**config.mk**
```make
export PLATFORM = sky130hd
export DESIGN_NAME = c1541_track_sched
export DESIGN_NICKNAME = d
export VERILOG_FILES = /design/src/rtl/c1541_track_sched.sv
export SDC_FILE = /design/constraint.sdc
export NUM_CORES = 1
export LEC_CHECK = 0
export CAP_MARGIN = 20
export CORE_ASPECT_RATIO = 0.6
export CORE_MARGIN = 2
export CORE_UTILIZATION = 40
export CTS_CLUSTER_DIAMETER = 100
export DETAILED_ROUTE_END_ITERATION = 8
export GPL_TIMING_DRIVEN = 0
export SKIP_CTS_REPAIR_TIMING = 1
export SLEW_MARGIN = 0
export SYNTH_ARGS = -nofsm -noshare
export SYNTH_HDL_FRONTEND = slang
export SYNTH_SLANG_ARGS = --single-unit
```
**constraint.sdc**
```tcl
create_clock -name clk_c1541 -period 3.8 [get_ports clk_c1541]
set_input_delay 0.76 -clock clk_c1541 [delete_from_list [all_inputs] [get_ports clk_c1541]]
set_output_delay 0.76 -clock clk_c1541 [all_outputs]
set_load 0.05 [all_outputs]
```
**src/rtl/c1541_track_sched.sv**
```systemverilog
// c1541_track_sched: head-position tracker and track-buffer scheduler for one
// 1541 drive in the clk_c1541 domain. Decodes stepper phases into a half-track
// position, waits for the head to settle, then flushes a dirty buffer and loads
// the track under the head.
// Optional: define C1541_ACT_FLUSH_EN to flush dirty data on the falling edge of
// the activity LED while idle (no reload, buffer stays ready).
module c1541_track_sched #(
    parameter int SETTLE_CYC = 32000,
    parameter int RESET_HALF = 36,
    parameter int MIN_HALF   = 1,
    parameter int MAX_HALF   = 80
) (
    input  logic       clk_c1541,
    input  logic       reset,
    input  logic [1:0] stp,
    input  logic       mtr,
    input  logic       act,
    input  logic       buff_we,
    input  logic       disk_change,
    input  logic       busy,
    output logic [5:0] track,
    output logic [6:0] half_track,
    output logic       tr00_sense_n,
    output logic       save_req,
    output logic       load_req,
    output logic       ready,
    output logic       dirty
);

`ifdef C1541_ACT_FLUSH_EN
    localparam bit ACT_FLUSH = 1'b1;
`else
    localparam bit ACT_FLUSH = 1'b0;
`endif

    localparam int CNT_W = (SETTLE_CYC > 1) ? $clog2(SETTLE_CYC) : 1;
    localparam logic [CNT_W-1:0] CNT_LAST  = CNT_W'(SETTLE_CYC - 1);
    localparam logic [6:0]       MIN_H     = 7'(MIN_HALF);
    localparam logic [6:0]       MAX_H     = 7'(MAX_HALF);
    localparam logic [6:0]       RST_H     = 7'(RESET_HALF);
    localparam logic [5:0]       RST_TRACK = 6'(RESET_HALF / 2);

    typedef enum logic [2:0] {
        IDLE, SETTLE, SAVE, SAVE_WAIT, LOAD, LOAD_WAIT
    } state_t;

    state_t           state, state_nxt;
    logic [CNT_W-1:0] cnt;
    logic [1:0]       stp_r;
    logic [1:0]       stp_up, stp_dn;
    logic             act_r, dc_r;
    logic             step_inc, step_dec, step;
    logic             act_fall, dc_fall;
    logic             loaded_valid;
    logic             dc_seen;
    logic             act_flush, flush_moved;
    logic             cnt_clr, latch_track, set_valid, save_acc;
    logic             flush_start, flush_end;

    // One half-track move with saturation at the mechanical stops.
    function automatic logic [6:0] sat_step(input logic [6:0] h, input logic inc);
        if (inc) return (h >= MAX_H) ? MAX_H : h + 7'd1;
        else     return (h <= MIN_H) ? MIN_H : h - 7'd1;
    endfunction

    // Previous stepper phase, activity and disk-change levels for edge detection.
    always_ff @(posedge clk_c1541) begin
        stp_r <= stp;
        act_r <= act;
        dc_r  <= disk_change;
    end

    // Adjacent phase transitions are steps; anything else is treated as noise.
    always_comb begin
        stp_up   = stp_r + 2'd1;
        stp_dn   = stp_r - 2'd1;
        step_inc = mtr && (stp == stp_up);
        step_dec = mtr && (stp == stp_dn);
        step     = step_inc || step_dec;
        act_fall = act_r && !act;
        dc_fall  = dc_r && !disk_change;
    end

    assign tr00_sense_n = (half_track[6:1] != 6'd0);

    // State register.
    always_ff @(posedge clk_c1541) begin
        if (reset) state <= SETTLE;
        else       state <= state_nxt;
    end

    // Next-state decisions, loader requests and buffer-ready indication.
    always_comb begin
        state_nxt   = state;
        cnt_clr     = 1'b0;
        latch_track = 1'b0;
        set_valid   = 1'b0;
        save_acc    = 1'b0;
        flush_start = 1'b0;
        flush_end   = 1'b0;
        save_req    = 1'b0;
        load_req    = 1'b0;
        ready       = 1'b0;
        case (state)
            IDLE: begin
                ready = loaded_valid;
                if (step || dc_fall) begin
                    state_nxt = SETTLE;
                    cnt_clr   = 1'b1;
                end else if (ACT_FLUSH && act_fall && dirty && !disk_change) begin
                    state_nxt   = SAVE;
                    flush_start = 1'b1;
                end
            end
            SETTLE: begin
                // A flush is never decided while the image is being swapped.
                if (step || disk_change || dc_fall) begin
                    cnt_clr = 1'b1;
                end else if (cnt == CNT_LAST) begin
                    if (loaded_valid && (track == half_track[6:1])) begin
                        state_nxt = IDLE;
                    end else if (dirty) begin
                        state_nxt = SAVE;
                    end else begin
                        state_nxt   = LOAD;
                        latch_track = 1'b1;
                    end
                end
            end
            SAVE: begin
                save_req = 1'b1;
                ready    = act_flush && loaded_valid && !flush_moved;
                if (busy) begin
                    save_acc  = 1'b1;
                    state_nxt = SAVE_WAIT;
                end
            end
            SAVE_WAIT: begin
                ready = act_flush && loaded_valid && !flush_moved;
                if (!busy) begin
                    if (act_flush) begin
                        // Activity flush keeps the buffer unless the head moved meanwhile.
                        flush_end = 1'b1;
                        if (flush_moved || step || !loaded_valid) begin
                            state_nxt = SETTLE;
                            cnt_clr   = 1'b1;
                        end else begin
                            state_nxt = IDLE;
                        end
                    end else begin
                        state_nxt   = LOAD;
                        latch_track = 1'b1;
                    end
                end
            end
            LOAD: begin
                load_req = 1'b1;
                if (busy) state_nxt = LOAD_WAIT;
            end
            LOAD_WAIT: begin
                if (!busy) begin
                    set_valid = 1'b1;
                    state_nxt = SETTLE;
                    cnt_clr   = 1'b1;
                end
            end
            default: begin
                state_nxt = SETTLE;
                cnt_clr   = 1'b1;
            end
        endcase
    end

    // Head position, committed track and settle counter.
    always_ff @(posedge clk_c1541) begin
        if (reset) begin
            half_track <= RST_H;
            track      <= RST_TRACK;
            cnt        <= '0;
        end else begin
            if (step)
                half_track <= sat_step(half_track, step_inc);
            if (latch_track)
                track <= half_track[6:1];
            if (cnt_clr || step)
                cnt <= '0;
            else if (state == SETTLE && cnt != CNT_LAST)
                cnt <= cnt + 1'b1;
        end
    end

    // Buffer bookkeeping: dirty, valid contents and activity-flush tracking.
    always_ff @(posedge clk_c1541) begin
        if (reset) begin
            dirty        <= 1'b0;
            loaded_valid <= 1'b0;
            dc_seen      <= 1'b0;
            act_flush    <= 1'b0;
            flush_moved  <= 1'b0;
        end else begin
            // A write during an activity flush belongs after the saved image.
            if (disk_change)
                dirty <= 1'b0;
            else if (buff_we && ((state == IDLE && ready) || act_flush))
                dirty <= 1'b1;
            else if (save_acc)
                dirty <= 1'b0;

            // A load overlapping a disk swap may carry the old image.
            if (disk_change)
                dc_seen <= 1'b1;
            else if (latch_track)
                dc_seen <= 1'b0;

            if (disk_change)
                loaded_valid <= 1'b0;
            else if (set_valid && !dc_seen)
                loaded_valid <= 1'b1;

            if (flush_start)
                act_flush <= 1'b1;
            else if (flush_end)
                act_flush <= 1'b0;

            if (flush_start)
                flush_moved <= 1'b0;
            else if (act_flush && step)
                flush_moved <= 1'b1;
        end
    end

endmodule

```
==> impl_summary.txt <==
----------------------------------------------------
[Synth]
  Commonest register cell after synthesis ... sky130_fd_sc_hd__dfxtp_1
  Syn_area_per_cell ... 8.22 sq um
  Main combinational cell family by area after synthesis ... simple AND/OR/NAND/NOR gates
  Post-synth design cell area ... 2290 sq um
  Async set-reset flop share out of synthesis ... 0%
  Fraction of the yosys area taken by sequential cells ... 32.4%
  Syn Nets ... 292
  Mux share of post-synthesis cell area ... 1.81%
  XOR/XNOR Fraction of Synth Area ... 9.58%
  Simple-gate share of the synthesized area ... 28.4%
  Post-synthesis adder-cell area fraction ... 2.74%
  Count of mapped cells out of synthesis ... 278
  Fraction of the mapped netlist area in compound gates ... 20.5%
  Number of warnings reported in the yosys synthesis log ... 0
  Distinct cell type count of the synthesized netlist ... 54
  Number of synthesized flops with an enable pin ... 0
  Synthesis-stage register bit count ... 37

[Drt]
  Wire per inst ... 15.1 um
  Count of vias placed by the detailed router ... 2124
  Violation count after the first detailed-route iteration ... 189
  Total iterations of the first detailed-routing run ... 4
  Total detailed-routing wirelength ... 5.87 mm
  DRC violations left ... 0
  Vias per inst ... 5.46
  Post-DRT Antenna Nets ... 0

[Setup path]
  Type of element capturing the critical path ... output pin
  Maximum cell stage delay along the critical path ... 0.86 ns
  Kind of start point of the critical path ... flip-flop
  Crit path required time ... 3.04 ns
  Worst path top cell family by delay ... buffers and inverters
  Critical path start-end classification ... flip-flop to output pin
  Slowest stage cell on the critical path ... sky130_fd_sc_hd__clkdlybuf4s50_1
  Worst Path Arrival ... 2.36 ns
  Max FO, Critical Path ... 10
  Cell breakdown of the critical path ... clkbuf_1, inv_1, nor3_1, clkdlybuf4s50_1
  Worst path buffer plus inverter count ... 3

[Placement]
  Post-Place Setup Slack ... 0.944 ns
  Gpl congestion ... 0.931
  Input/output buffers ... 24
  HPWL after detailed placement ... 4.37 mm
  Placed standard-cell area ... 2630 sq um

[Pwr]
  Power density of the placed cells ... 296 nW/um^2
  Cell leakage power ... 0.915 nW
  Power Total ... 804 uW
  Maximum ir drop on the vdd rail ... 0.000117 V

[Floorplanning]
  Cell row count ... 21
  CORE AREA ... 5540 sq um
  Die area ... 6360 sq um
  Die X-Extent ... 102 um
  Number of ports placed on the die boundary ... 27
  Starting Density ... 41.2%
  Die boundary height ... 62.6 um

[Clock tree]
  H-tree lvl count ... 2
  CTS Buf Count ... 5
  Worst-skew pair later-pin latency ... 0.29 ns
  Post-CTS clock slew at the launch and capture registers of the worst setup and hold paths ... 0.07 ns
  Clock tree from TritonCTS ... done
  CTS Root Buffer Type ... sky130_fd_sc_hd__clkbuf_8
  # clock sinks ... 37
  Maximum number of buffers from clock root to sink ... 2

[STA]
  Min Clock Period, post-route ... 3.12 ns
  Setup_tns ... 0 ns
  Slew at the pin closest to its max-slew limit ... 0.647 ns
  Finish-stage setup viols ... 0
  Maximum clock skew at final layout ... 0.00628 ns
  Max-slew violation count ... 0
  RSZ-0062 raised after global routing ... false
  Worst setup margin ... 0.679 ns
  Slew Limit Headroom ... 56.9%
  Hold violation total from the final report ... 0
  Part of the cycle the worst path needs ... 82.1%
  Achievable clock frequency ... 0.320 GHz

[GRT]
  Vias in the first global route ... 1896
  Global-route wire length before repair ... 9.77 mm
  Number of antenna violations at the first check in global routing ... 0
  GRT Overall Usage ... 19.4%
  Pin count of the biggest net entering global routing ... 11
  Total gr overflow ... 0

[Run]
  Maxcap violations ... 0

[Final layout]
  Finished Cell Area ... 2710 sq um
  Layout cell share with drive strength beyond 1 ... 6.15%
  Synthesis-to-layout area growth ... 18.7%
  Antenna diode count ... 0
  Final #Nets ... 323

[Outcome]
  Status ... complete, no violations

[Min path]
  Worst hold-check path type ... flip-flop to flip-flop

----------------------------------------------------
## synthesized netlist by cell type, types with 5 or more instances
cell	count	share of area, %
sky130_fd_sc_hd__nand2_1	17	2.8
sky130_fd_sc_hd__clkbuf_1	12	2.0
sky130_fd_sc_hd__nand2b_1	6	1.6
sky130_fd_sc_hd__nor2b_1	5	1.4
sky130_fd_sc_hd__o211ai_1	7	2.3
sky130_fd_sc_hd__xor2_1	8	3.1
sky130_fd_sc_hd__ha_1	5	2.7
sky130_fd_sc_hd__nor4_1	8	2.2
sky130_fd_sc_hd__a21oi_1	14	3.1
sky130_fd_sc_hd__nand4_1	6	1.6
sky130_fd_sc_hd__inv_1	9	1.5
sky130_fd_sc_hd__xnor2_1	17	6.5
sky130_fd_sc_hd__nand3_1	12	2.6
sky130_fd_sc_hd__dfxtp_1	37	32
sky130_fd_sc_hd__nor3_1	10	2.2
sky130_fd_sc_hd__nor2_1	27	4.4
sky130_fd_sc_hd__o21ai_0	8	1.8
sky130_fd_sc_hd__nand3b_1	5	1.6
## logic make-up after synthesis
logic type               count (synthesis)
AO/OA/AOI/OAI                           65
flip-flops                              37
XOR/XNOR                                25
AND/OR/NAND/NOR                        117
buffers and inverters                   25
adder cells (fa/ha/maj)                  5
multiplexers                             4
## layout by cell type, fill, tap and decap left out, drive strengths merged, types with 7 or more instances in the layout
master         netlist  routed
dfxtp               37      37
nor2                27      27
clkdlybuf4s50        0      24
clkbuf              12      19
nand2               17      17
xnor2               17      17
a21oi               14      14
nand3               12      12
nor3                10      10
o21ai               10      10
inv                  9       9
nor4                 9       9
xor2                 8       8
o211ai               7       7
nand4                7       7
## report_power, final
part / switching (mW) / internal (mW)
combinational: 0.0781 / 0.0415
clock: 0.138 / 0.144
sequential: 0.00785 / 0.395
total: 0.224 / 0.580
## worst register-to-register path, delay by kind of cell, from the launching register on
kind	cells	cell delay (ns)
AOI/OAI and AO/OA	2	0.47
adders and majority gates	1	0.19
buffers and inverters	1	0.19
DFF	1	0.40
and+or+nand+nor	3	0.99
## metrics by stage
stage / instances / util (%) / hold slack, ns
finish: 389 / 48.9 / 0.522
global placement: 382 / 47.4 / 0.505
detailed placement: 382 / 47.4 / 0.506
global route: 389 / 48.9 / 0.556
CTS: 389 / 48.9 / 0.522
floorplan: 278 / - / 0.477
## routing by layer
metal  GRT usage [%]  wire, um  vias to the layer above
met2            24.5      2100                       86
met1            32.3      3280                      956
met5               0         0                        -
met4            3.55        29                        0
met3            4.47       456                        4
li1                -         -                     1078
## flip-flops by register name, indices dropped and copies added (netlist names)
| signal | flops |
|---|---|
| dc_r | 1 |
| state | 3 |
| dc_seen | 1 |
| loaded_valid | 1 |
| stp_r | 2 |
| track | 6 |
| half_track | 7 |
| cnt | 15 |
| dirty | 1 |
## worst paths after layout
kind | depth (start not counted) | startpoint | slack, ns | end
max | 4 | state[1]$_SDFFE_PP0P_ | 0.68 | save_req
min | 2 | cnt[1]$_SDFFE_PP0P_ | 0.52 | cnt[1]$_SDFFE_PP0P_
max reg2reg | 7 | cnt[0]$_SDFFE_PP0P_ | 1.43 | track[3]$_SDFFE_PP0P_
min reg2reg | 2 | cnt[1]$_SDFFE_PP0P_ | 0.52 | cnt[1]$_SDFFE_PP0P_
## final cells by class
type,count,area [sq um]
plain buffers,16,71.3
clock buffers,7,86.3
fillers,542,2830
inverters,9,33.8
multi-input cells,216,1440
flip-flops and latches,37,741
well taps,80,100
repair buffers,24,240
No activity file was read; power rests on OpenSTA's default activity.
